**src/rtl/core_run_ctrl.sv**
```systemverilog
`default_nettype none
// ============================================================================
// Module  : core_run_ctrl
// Brief   : Run sequencer, completion/watchdog detection and data-memory
//           arbiter between the host and the 9-bit-ISA core.
// Revision: 1.0
// ============================================================================
module core_run_ctrl #(
  parameter int AW      = 8,
  parameter int DW      = 8,
  parameter int CW      = 10,
  parameter int TIMEOUT = 1000
) (
  input  logic          clk,
  input  logic          reset,
  input  logic          host_start,
  input  logic          host_abort,
  output logic          host_busy,
  output logic          host_done,
  output logic          host_timeout,
  output logic [CW-1:0] run_cycles,
  input  logic          hmem_req,
  input  logic          hmem_we,
  input  logic [AW-1:0] hmem_addr,
  input  logic [DW-1:0] hmem_wdata,
  output logic          hmem_gnt,
  output logic [DW-1:0] hmem_rdata,
  output logic          core_start,
  input  logic          core_done,
  input  logic          core_mem_read,
  input  logic          core_mem_write,
  input  logic [AW-1:0] core_mem_addr,
  input  logic [DW-1:0] core_mem_wdata,
  output logic [DW-1:0] core_mem_rdata,
  output logic          mem_read,
  output logic          mem_write,
  output logic [AW-1:0] mem_addr,
  output logic [DW-1:0] mem_wdata,
  input  logic [DW-1:0] mem_rdata
);

  typedef enum logic [2:0] {
    S_IDLE = 3'd0,
    S_ARM  = 3'd1,
    S_RUN  = 3'd2,
    S_DONE = 3'd3,
    S_TMO  = 3'd4
  } state_t;

  localparam logic [CW-1:0] c_LAST_CYCLE = CW'(TIMEOUT - 1);

  state_t        r_state;
  state_t        w_next;
  logic [CW-1:0] r_run_cycles;
  logic          r_done_q;
  logic          w_core_owns;

  always_ff @(posedge clk or negedge reset) begin
    if (!reset) begin
      r_state      <= S_IDLE;
      r_run_cycles <= '0;
      r_done_q     <= 1'b0;
    end else begin
      r_state  <= w_next;
      r_done_q <= core_done;
      if (w_next == S_ARM)
        r_run_cycles <= '0;
      // The exit cycle is not counted, so the count freezes at the last RUN value.
      else if (r_state == S_RUN && w_next == S_RUN)
        r_run_cycles <= r_run_cycles + 1'b1;
    end
  end

  always_comb begin
    w_next = r_state;
    case (r_state)
      S_IDLE, S_DONE, S_TMO: if (host_start) w_next = S_ARM;
      S_ARM:                 w_next = S_RUN;
      S_RUN: begin
        if (host_abort)                 w_next = S_IDLE;
        else if (!r_done_q && core_done) w_next = S_DONE;
        else if (r_run_cycles == c_LAST_CYCLE) w_next = S_TMO;
      end
      default:               w_next = S_IDLE;
    endcase
  end

  assign w_core_owns  = (r_state == S_ARM) || (r_state == S_RUN);
  assign host_busy    = w_core_owns;
  assign host_done    = (r_state == S_DONE);
  assign host_timeout = (r_state == S_TMO);
  assign core_start   = (r_state == S_ARM);
  assign run_cycles   = r_run_cycles;

  assign hmem_gnt  = !w_core_owns && hmem_req;
  assign mem_read  = w_core_owns ? core_mem_read  : (hmem_req && !hmem_we);
  assign mem_write = w_core_owns ? core_mem_write : (hmem_req && hmem_we);
  assign mem_addr  = w_core_owns ? core_mem_addr  : hmem_addr;
  assign mem_wdata = w_core_owns ? core_mem_wdata : hmem_wdata;

  assign hmem_rdata     = mem_rdata;
  assign core_mem_rdata = mem_rdata;

endmodule
`default_nettype wire

```
**config.mk**
```make
export PLATFORM = sky130hd
export DESIGN_NAME = core_run_ctrl
export DESIGN_NICKNAME = d
export VERILOG_FILES = /design/src/rtl/core_run_ctrl.sv
export SDC_FILE = /design/constraint.sdc
export NUM_CORES = 1
export LEC_CHECK = 0
export ABC_AREA = 0
export CORE_ASPECT_RATIO = 1.25
export CORE_UTILIZATION = 34
export DETAILED_ROUTE_END_ITERATION = 10
export PLACE_DENSITY = 0.86
export SLEW_MARGIN = 5
export SYNTH_ARGS = -nofsm -noshare
export SYNTH_HDL_FRONTEND = slang
export SYNTH_SLANG_ARGS = --single-unit
```
**constraint.sdc**
```tcl
create_clock -name clk -period 5 [get_ports clk]
set_input_delay 0.75 -clock clk [delete_from_list [all_inputs] [get_ports clk]]
set_output_delay 0.75 -clock clk [all_outputs]
set_load 0.05 [all_outputs]
```
[Word-level counts from Yosys, hierarchy flattened]
Cells that the tools add are included.
Word-level totals
  flip-flop bits (word level): 14
  input port bits: 49
  output and inout bits: 49
  word-level logic and storage cells: 34
Operators by class
  $add $sub $neg: 1
  eq/ne operators: 7
  mux-type cells: 11
  reductions and logical operators: 12
Operators with widths (number)
  $mux W10: 2
  $mux W8: 2
  $mux W3: 4
  $add A10 B1 Y10 const B: 1
  $eq A10 B10 Y1 const B: 1
  $eq A3 B2 Y1 const B: 3
  $pmux W3 S3: 1
  $eq A3 B1 Y1 const B: 2
  $logic_and A1 B1 Y1: 5
  $eq A3 B3 Y1 const B: 1
  $logic_not A1 Y1: 3
  $logic_not A3 Y1: 1
  $reduce_or A3 Y1: 1
  $mux W1: 2
  $reduce_bool A2 Y1: 1
  $logic_or A1 B1 Y1: 1

[Depth between registers and ports, before layout]
Gate-level depths: netlist of run 1.
  word-level depth: 9
  depth in mapped cells: 6
  mapped depth without buffers: 5

[Least setup slack after synthesis of run 1]
OpenSTA, ideal clock, no wires.
  path kind: reg-to-output
  from: register r_state[1]
  to: output port mem_read
  data arrival time: 2292 ps
  required time: 4250 ps
  setup slack: 1958 ps
  stages on the path, launching flop included: 5
  buffers on the path: 1
  cell sequence: dfrtp_1 > xnor2_1 > nor2_1 > clkbuf_1 > o21ai_0
On the way
  word-level cells in the longest chain between the ends: 3
  elaborated cells between the ends (all ways): 4
  those cells by class: eq/ne (2); mux (1); reduce/logical (1)
Ends and longest elaborated chain
  from (decl): line 52  | state_t r_state;
  from (signal assigned): line 64  | r_state <= w_next;
  $eq A3 B1 Y1 / $eq A3 B2 Y1 (equally long branches): line 88  | assign w_core_owns = (r_state == S_ARM) || (r_state == S_RUN);
  $logic_or A1 B1 Y1 *: line 88
  net host_busy: line 18  | output logic host_busy,
  $mux W1 *: line 96  | assign mem_read = w_core_owns ? core_mem_read : (hmem_req && !hmem_we);
  to (decl): line 35  | output logic mem_read,
The timed path passes the listed nets; every way through them passes the cells marked *.

[Final worst setup path of run 1]
  from: input port hmem_we
  to: output port mem_read
On the way
  word-level cells in the longest chain between the ends: 3
Ends and longest elaborated chain
  from (decl): line 23  | input logic hmem_we,
  $logic_not A1 Y1: line 96
  $logic_and A1 B1 Y1: line 96
  $mux W1: line 96
No other way between the ends.

==> results of run 1 <==
-- worst paths after layout --
| kind | start | end | cells past startpoint |
|---|---|---|---|
| max | hmem_we | mem_read | 4 |
| min | run_cycles[9]$_DFFE_PN0P_ | run_cycles[9]$_DFFE_PN0P_ | 2 |
| max reg2reg | r_state[0]$_DFF_PN0_ | run_cycles[0]$_DFFE_PN0P_ | 4 |
| min reg2reg | run_cycles[9]$_DFFE_PN0P_ | run_cycles[9]$_DFFE_PN0P_ | 2 |
| max in group asynchronous | reset | run_cycles[3]$_DFFE_PN0P_ | 1 |
| min in group asynchronous | reset | run_cycles[6]$_DFFE_PN0P_ | 1 |
-- Yosys cell counts --
| master | n | area share, % |
|---|---|---|
| a21oi_1 | 6 | 2.7 |
| a221oi_2 | 1 | 1.3 |
| a222oi_1 | 1 | 0.89 |
| a22o_1 | 1 | 0.78 |
| a31oi_1 | 1 | 0.56 |
| and2_1 | 2 | 1.1 |
| and2_2 | 1 | 0.67 |
| and2b_2 | 1 | 0.78 |
| and3b_1 | 1 | 0.78 |
| and4_1 | 3 | 2.3 |
| buf_4 | 16 | 11 |
| clkbuf_1 | 3 | 1.0 |
| dfrtp_1 | 14 | 31 |
| ha_1 | 1 | 1.1 |
| inv_1 | 2 | 0.67 |
| mux2_2 | 16 | 16 |
| nand2_1 | 8 | 2.7 |
| nand2b_1 | 2 | 1.1 |
| nand3_1 | 1 | 0.45 |
| nand4_1 | 4 | 2.2 |
| nor2_1 | 6 | 2.0 |
| nor2b_1 | 5 | 2.8 |
| nor3_1 | 1 | 0.45 |
| nor4b_4 | 1 | 2.1 |
| nor4bb_1 | 1 | 0.89 |
| o21ai_0 | 7 | 3.1 |
| o2bb2ai_1 | 1 | 0.78 |
| o31ai_1 | 2 | 1.3 |
| or3_1 | 3 | 1.7 |
| or4_1 | 2 | 1.3 |
| or4b_4 | 1 | 1.2 |
| xnor2_1 | 1 | 0.78 |
| xor2_1 | 3 | 2.3 |
-- cell type report --
class	instances	area (sq um)
tap	36	45.0
sequential	14	350
fill	266	1220
inverter	2	7.51
clock buffer	4	36.3
multi-input combinational	84	633
timing repair buffer	74	738
-- flip-flops by register name, indices dropped and copies added, names as in the netlist --
name and flops:
run_cycles 10, r_state 3, r_done_q 1
-- where the power goes --
group          leakage [nW]  total, mW  internal, mW  switching (mW)
Clock                0.0210     0.0817        0.0444          0.0373
Sequential            0.189      0.144         0.126          0.0184
Combinational         0.501      0.860         0.325           0.534
-- stage by stage --
stage                     setup slack, ps  std cells  instance area [sq um]
final                                1910        214                   1810
after global routing                 1810        214                   1810
after CTS                            1900        214                   1810
after detailed placement             1900        210                   1770
after global placement               1990        210                   1770
after floorplan                      1960        119                   1120
-- layer usage --
metal	part of all wire (%)	GRT usage [%]	wire length, microns	up-vias
met1	35	21.7	1190	537
met5	0	0	0	-
li1	-	-	-	537
met2	53	33.4	1800	53
met3	8.7	5.52	293	9
met4	2.4	7.89	81	0
-- tightest hold or removal path: stages, from the launching register on --
cell and delay [ps]:
dfrtp_1 410, o21ai_0 80, a21oi_1 60
-- cell usage in the layout, fill, tap and decap left out, types with 2 or more instances in the layout --
cell,n
or3_1,3
or4_1,2
nor2b_1,5
and2_1,2
o31ai_1,2
mux2_2,16
xor2_1,3
nand2_1,8
dfrtp_1,14
clkdlybuf4s50_1,73
nand2b_1,2
inv_1,2
clkbuf_4,3
nand4_1,4
a21oi_1,6
nor2_1,6
o21ai_0,7
and4_1,3
-- kinds of logic (layout without fill, tap and decap cells) --
family | Yosys count | count (layout) | synth area share, %
AOI/OAI and AO/OA | 20 | 20 | 11.5
xor gates and xnor gates | 4 | 4 | 3.12
adders and majority gates | 1 | 1 | 1.11
buffers and inverters | 21 | 80 | 12.4
DFF | 14 | 14 | 31.2
muxes | 16 | 16 | 16.1
and+or+nand+nor | 43 | 43 | 24.6
==> results.sh, run 1 <==
export IMPL_slew_viol_final=0
export IMPL_rows=22
export IMPL_cts_setup_buffers=0
export IMPL_cpMaxStageDelayCell="clkdlybuf4s50_1"
export IMPL_vias=1136
export IMPL_vias_per_cell=5.31
export IMPL_cts_sinks=14
export IMPL_relSlewSlack_pct=49.6
export IMPL_core_area_sq_um=3030
export IMPL_cap_viol_max_count=0
export IMPL_yosysWarningCount=0
export IMPL_io_pins=98
export IMPL_cp_slowest_stage_delay_ps=840
export IMPL_leakagePower_nw=0.711
export IMPL_ys_types=33
export IMPL_track_usage_pct=19.4
export IMPL_finalNetCount=229
export IMPL_syn_to_final_growth_pct=61.3
export IMPL_cp_start_kind="input port"
export IMPL_fin_skew_ps=3.83
export IMPL_htreeDepth=1
export IMPL_diodes=0
export IMPL_antenna_found_initial=0
export IMPL_critPathKind="in2out"
export IMPL_rsz0062_at_grt="no"
export IMPL_postRouteAntennaNets=0
export IMPL_cts_hold_buf=0
export IMPL_finalHoldViolCount=0
export IMPL_grt_ovfl_total=0
export IMPL_cts_inserted_buffers=3
export IMPL_fmax_mhz=324
export IMPL_die_y_microns=66.2
export IMPL_endpoint_kind="primary output"
export IMPL_ctsResizeCount=0
export IMPL_crit_family="buffers and inverters"
export IMPL_initialDrtViolationCount=36
export IMPL_ys_ff_latch=14
export IMPL_clockBufferDepth=2
export IMPL_worstPathCellList="clkdlybuf4s50_1 > nand2b_1 > o21ai_0 > clkdlybuf4s50_1"
export IMPL_setup_viol=0
export IMPL_fin_setup_tns_ps=0
export IMPL_dp_hpwl_microns=2680
export IMPL_drt_total_wl_microns=3360
export IMPL_synthCells=119
export IMPL_dieArea_sq_um=3540
export IMPL_ir_drop_v=0.000424
export IMPL_regToRegSetupSlack_ps=2850
export IMPL_required_ps=4250
export IMPL_worstPathMaxFanout=2
export IMPL_clockRootBuffer="clkbuf_4"
export IMPL_clk_latency_ps=290
export IMPL_fin_crit_sh_pct=61.8
export IMPL_ys_seq_area_share_pct=31.2
export IMPL_drcViolationCount=0
export IMPL_path_common_cell="clkdlybuf4s50_1"
export IMPL_initial_core_util_pct=37.1
export IMPL_final_min_clock_period_ps=3090
export IMPL_synthesis_nets=169
export IMPL_power_density_nw_per_um2=600
export IMPL_whs_ps=587
export IMPL_status="completed"
export IMPL_grt_pass1_vias=1101
export IMPL_dr_pass1_iters=4
export IMPL_clk_pin_slew_ps=80
export IMPL_globalplace_congestion=0.789
export IMPL_total_power_mw=1.09
export IMPL_path_buf_inv=2
export IMPL_io_buffers=73
export IMPL_worst_pin_slew_ps=757
export IMPL_chipWidth_microns=53.4
export IMPL_layout_drive_gt1_share_pct=14.6
export IMPL_grt_pass1_wl_microns=5120
export IMPL_finish_utilization_pct=59.8
export IMPL_routedWlPerCell_microns=15.7
export IMPL_hp_class="reg2reg"
export IMPL_grt_max_degree=23
export IMPL_synth_area_per_cell_sq_um=9.43
export IMPL_cts_tree="yes"
export IMPL_arrival_ps=2340
export IMPL_synth_area_sq_um=1120
No activity file was read; power rests on OpenSTA's default activity.
==> run 2, diff against run 1 <==
--- a/config.mk
+++ b/config.mk
@@ -7,9 +7,9 @@
 export LEC_CHECK = 0
 export ABC_AREA = 0
 export CORE_ASPECT_RATIO = 1.25
-export CORE_UTILIZATION = 34
+export CORE_UTILIZATION = 32
 export DETAILED_ROUTE_END_ITERATION = 10
-export PLACE_DENSITY = 0.86
+export PLACE_DENSITY = 0.82
 export SLEW_MARGIN = 5
 export SYNTH_ARGS = -nofsm -noshare
 export SYNTH_HDL_FRONTEND = slang
==> constraint.sdc (replaced) <==
create_clock -name clk -period 3.2 [get_ports clk]
set_input_delay 0.48 -clock clk [delete_from_list [all_inputs] [get_ports clk]]
set_output_delay 0.48 -clock clk [all_outputs]
set_load 0.05 [all_outputs]
==> results.sh, run 2 (synthesis gave the netlist of run 1 again) <==
export IMPL_mostFrequentLayoutCells="54 x clkdlybuf4s50_1, 18 x buf_12, 16 x mux2_2"
export IMPL_cp_start_kind="flop"
export IMPL_fmax_mhz=399
export IMPL_worstPathCellList="nor2b_1 > and2b_2 > clkdlybuf4s50_1"
export IMPL_vias_per_cell=5.27
export IMPL_finalNetCount=229
export IMPL_critPathKind="reg2out"
export IMPL_clk_pin_slew_ps=60
export IMPL_cts_setup_buffers=0
export IMPL_dieArea_sq_um=3750
export IMPL_grt_pass1_wl_microns=5460
export IMPL_cts_sinks=14
export IMPL_io_buffers=73
export IMPL_slew_viol_final=0
export IMPL_htreeDepth=1
export IMPL_dp_hpwl_microns=2990
export IMPL_clk_latency_ps=250
export IMPL_die_y_microns=68.2
export IMPL_final_common_cell="clkdlybuf4s50_1"
export IMPL_drt_total_wl_microns=3720
export IMPL_worst_pin_slew_ps=756
export IMPL_fin_crit_sh_pct=78.3
export IMPL_layout_drive_gt1_share_pct=25.3
export IMPL_leakagePower_nw=0.818
export IMPL_clockBufferDepth=2
export IMPL_hp_class="reg2reg"
export IMPL_chipWidth_microns=55.0
export IMPL_initialDrtViolationCount=24
export IMPL_dr_pass1_iters=4
export IMPL_cts_inserted_buffers=3
export IMPL_final_min_clock_period_ps=2510
export IMPL_clockRootBuffer="clkbuf_8"
export IMPL_finalHoldViolCount=0
export IMPL_globalplace_congestion=0.761
export IMPL_syn_to_final_growth_pct=78.9
export IMPL_total_power_mw=2.09
export IMPL_largest_register_ffs=10
export IMPL_routedWlPerCell_microns=17.3
export IMPL_vias=1132
export IMPL_dpl_cell_area_sq_um=1950
export IMPL_worstPathMaxFanout=5
export IMPL_fin_setup_tns_ps=0
export IMPL_cpMaxStageDelayCell="clkdlybuf4s50_1"
export IMPL_fin_skew_ps=3.08
export IMPL_setup_viol=0
export IMPL_postRouteAntennaNets=0
export IMPL_initial_core_util_pct=34.2
export IMPL_grt_pass1_vias=1167
export IMPL_required_ps=2720
export IMPL_diodes=0
export IMPL_cts_tree="yes"
export IMPL_grt_ovfl_total=0
export IMPL_ir_drop_v=0.00101
export IMPL_relSlewSlack_pct=49.6
export IMPL_cap_viol_max_count=0
export IMPL_rsz0062_at_grt="no"
export IMPL_track_usage_pct=20.2
export IMPL_ctsResizeCount=0
export IMPL_drcViolationCount=0
export IMPL_design_area_sq_um=2010
export IMPL_cts_hold_buf=0
export IMPL_grt_max_degree=22
export IMPL_core_area_sq_um=3280
export IMPL_finish_utilization_pct=61.2
export IMPL_arrival_ps=2030
export IMPL_endpoint_kind="primary output"
export IMPL_rows=23
export IMPL_power_density_nw_per_um2=1040
export IMPL_antenna_found_initial=0
export IMPL_whs_ps=583
export IMPL_status="completed"
export IMPL_io_pins=98
export IMPL_cp_slowest_stage_delay_ps=790
run 2: final timing paths:
kind | start | endpoint | slack [ps] | depth (start not counted)
hold reg to reg | r_state[2]$_DFF_PN0_ | r_state[2]$_DFF_PN0_ | 580 | 1
min in group asynchronous | reset | run_cycles[1]$_DFFE_PN0P_ | 620 | 1
setup / recovery | r_state[0]$_DFF_PN0_ | core_start | 690 | 3
setup reg to reg | r_state[0]$_DFF_PN0_ | run_cycles[0]$_DFFE_PN0P_ | 980 | 4
max in group asynchronous | reset | run_cycles[5]$_DFFE_PN0P_ | 2180 | 1
hold / removal | r_state[2]$_DFF_PN0_ | r_state[2]$_DFF_PN0_ | 580 | 1
run 2: stage by stage:
stage	worst slack, ps	cells
floorplan	428	119
global placement	697	211
detailed placement	467	211
CTS	667	215
global route	571	215
finish	693	215
run 2: critical path, delay by kind of cell, from the launching register on:
kind          cells  cell delay, ps
flops             1             430
simple gates      2             550
buf+inv           1             790
run 2: power by group:
group / internal (mW) / switching, mW / total [mW] / leakage, nW
clock network: 0.109 / 0.0672 / 0.176 / 0.0288
registers: 0.197 / 0.0308 / 0.228 / 0.189
logic: 0.768 / 0.920 / 1.69 / 0.601
run 2: layout make-up:
cell class	instances	area, sq um
fill	268	1270
timing repair buffer	74	916
multi-input combinational	84	633
sequential	14	350
clock buffer	4	55.1
tap	37	46.3
inverter	2	7.51
run 2: metal layers:
layer / vias to the layer above / global-route usage [%] / part of all wire (%)
li1: 540 / - / -
met4: 0 / 9.06 / 1.9
met2: 39 / 36.7 / 58
met5: - / 0 / 0
met3: 7 / 3.11 / 6.1
met1: 546 / 22.2 / 34
==> run 3, diff against run 2 <==
--- a/config.mk
+++ b/config.mk
@@ -7,9 +7,9 @@
 export LEC_CHECK = 0
 export ABC_AREA = 0
 export CORE_ASPECT_RATIO = 1.25
-export CORE_UTILIZATION = 32
+export CORE_UTILIZATION = 28
 export DETAILED_ROUTE_END_ITERATION = 10
-export PLACE_DENSITY = 0.82
+export PLACE_DENSITY = 0.76
 export SLEW_MARGIN = 5
 export SYNTH_ARGS = -nofsm -noshare
 export SYNTH_HDL_FRONTEND = slang
==> constraint.sdc (replaced) <==
create_clock -name clk -period 2.25 [get_ports clk]
set_input_delay 0.3375 -clock clk [delete_from_list [all_inputs] [get_ports clk]]
set_output_delay 0.3375 -clock clk [all_outputs]
set_load 0.05 [all_outputs]
==> results.sh, run 3 (synthesis gave the netlist of run 1 again) <==
export IMPL_required_ps=1910
export IMPL_timing_final_ws_setup_ps=144
export IMPL_rsz0062_at_grt="no"
export IMPL_place_ws_ps=93.9
export IMPL_mostFrequentLayoutCells="50 x clkdlybuf4s50_1, 27 x buf_4, 16 x mux2_2"
export IMPL_layout_drive_gt1_share_pct=30.4
export IMPL_grt_util_met1_pct=17.4
export IMPL_chipWidth_microns=58.6
export IMPL_cap_viol_max_count=0
export IMPL_cp_start_kind="flop"
export IMPL_vias=1117
export IMPL_grt_max_degree=22
export IMPL_use_met3_pct=2.66
export IMPL_fin_skew_ps=1.44
export IMPL_cts_setup_buffers=0
export IMPL_finalNetCount=235
export IMPL_fill_cells=381
export IMPL_ir_drop_v=0.000434
export IMPL_finalHoldViolCount=0
export IMPL_ff2ff_path_depth=5
export IMPL_clockBufferDepth=2
export IMPL_fin_setup_tns_ps=0
export IMPL_cts_inserted_buffers=3
export IMPL_grt_pass1_wl_microns=4730
export IMPL_final_min_clock_period_ps=2110
export IMPL_fmax_mhz=475
export IMPL_globalplace_congestion=0.796
export IMPL_arrival_ps=1770
export IMPL_multiInputGateArea_sq_um=636
export IMPL_track_usage_pct=14.4
export IMPL_grt_pass1_vias=1054
export IMPL_fin_crit_sh_pct=93.6
export IMPL_clockRootBuffer="clkbuf_8"
export IMPL_postRouteAntennaNets=0
export IMPL_dieArea_sq_um=4270
export IMPL_io_pins=98
export IMPL_drcViolationCount=0
export IMPL_worst_pin_slew_ps=631
export IMPL_largest_register_ffs=10
export IMPL_clk_pin_slew_ps=60
export IMPL_cts_tree="yes"
export IMPL_clk_latency_ps=250
export IMPL_htreeDepth=1
export IMPL_met2_usage_pct=24.5
export IMPL_initialDrtViolationCount=39
export IMPL_setup_viol=0
export IMPL_status="completed"
export IMPL_core_area_sq_um=3820
export IMPL_ctsResizeCount=0
export IMPL_critPathKind="reg2out"
export IMPL_grt_busiest_layer="met2"
export IMPL_die_y_microns=72.8
export IMPL_syn_to_final_growth_pct=67.4
export IMPL_cts_sinks=14
export IMPL_regToRegSetupSlack_ps=450
export IMPL_relSlewSlack_pct=57.8
export IMPL_endpoint_kind="primary output"
export IMPL_rows=25
export IMPL_leakagePower_nw=0.786
export IMPL_slew_viol_final=0
export IMPL_power_density_nw_per_um2=1370
export IMPL_hp_class="in2async"
export IMPL_final_common_cell="clkdlybuf4s50_1"
export IMPL_diodes=0
export IMPL_cts_hold_buf=0
export IMPL_dp_hpwl_microns=2400
export IMPL_grt_ovfl_total=0
export IMPL_worstPathMaxFanout=21
export IMPL_seq_area_sq_um=350
export IMPL_routedWlPerCell_microns=13.1
export IMPL_io_buffers=73
export IMPL_antenna_found_initial=0
export IMPL_dr_pass1_iters=4
export IMPL_drt_total_wl_microns=3120
export IMPL_vias_per_cell=4.69
export IMPL_initial_core_util_pct=29.4
-- run 3: area by class of cell --
type                    count  area share [%]
clock buffers               4            2.93
inverters                   2           0.399
well taps                  54            3.60
repair buffers             80            40.6
multi-input cells          84            33.8
flip-flops and latches     14            18.6
-- run 3: worst paths after layout --
path | from | to
worst max-delay path | r_state[1]$_DFF_PN0_ | mem_addr[6]
worst min-delay path | reset | run_cycles[4]$_DFFE_PN0P_
worst max register to register | run_cycles[0]$_DFFE_PN0P_ | run_cycles[3]$_DFFE_PN0P_
worst min register to register | run_cycles[9]$_DFFE_PN0P_ | run_cycles[9]$_DFFE_PN0P_
max in group asynchronous | reset | run_cycles[7]$_DFFE_PN0P_
min in group clk | core_done | r_done_q$_DFF_PN0_
-- run 3: metal layers --
metal	vias to the layer above	routed length, microns
li1	545	-
met1	517	1250
met2	43	1570
met3	12	212
met4	0	86
met5	-	0
-- run 3: worst max-delay path: stages, from the launching register on --
cell,delay (ps)
dfrtp_1,440
xnor2_1,160
nor2_2,80
buf_4,270
mux2_2,370
buf_4,190
-- run 3: stage by stage --
| step | total power, mW | hold WS [ps] | area, sq um | util (%) | std cells |
|---|---|---|---|---|---|
| global route | 2.69 | 524 | 1880 | 49.2 | 238 |
| CTS | 2.59 | 501 | 1880 | 49.2 | 238 |
| detailed placement | 2.34 | 586 | 1820 | 47.8 | 234 |
| global placement | 2.33 | 571 | 1820 | 47.8 | 234 |
| floorplan | 1.73 | 41.9 | 1120 | - | 119 |
| finish | 2.57 | 484 | 1880 | 49.2 | 238 |
-- run 3: report_power, final --
part	internal (mW)	switching, mW	total, mW
combinational	0.790	1.22	2.01
clock	0.155	0.0888	0.244
sequential	0.281	0.0409	0.321
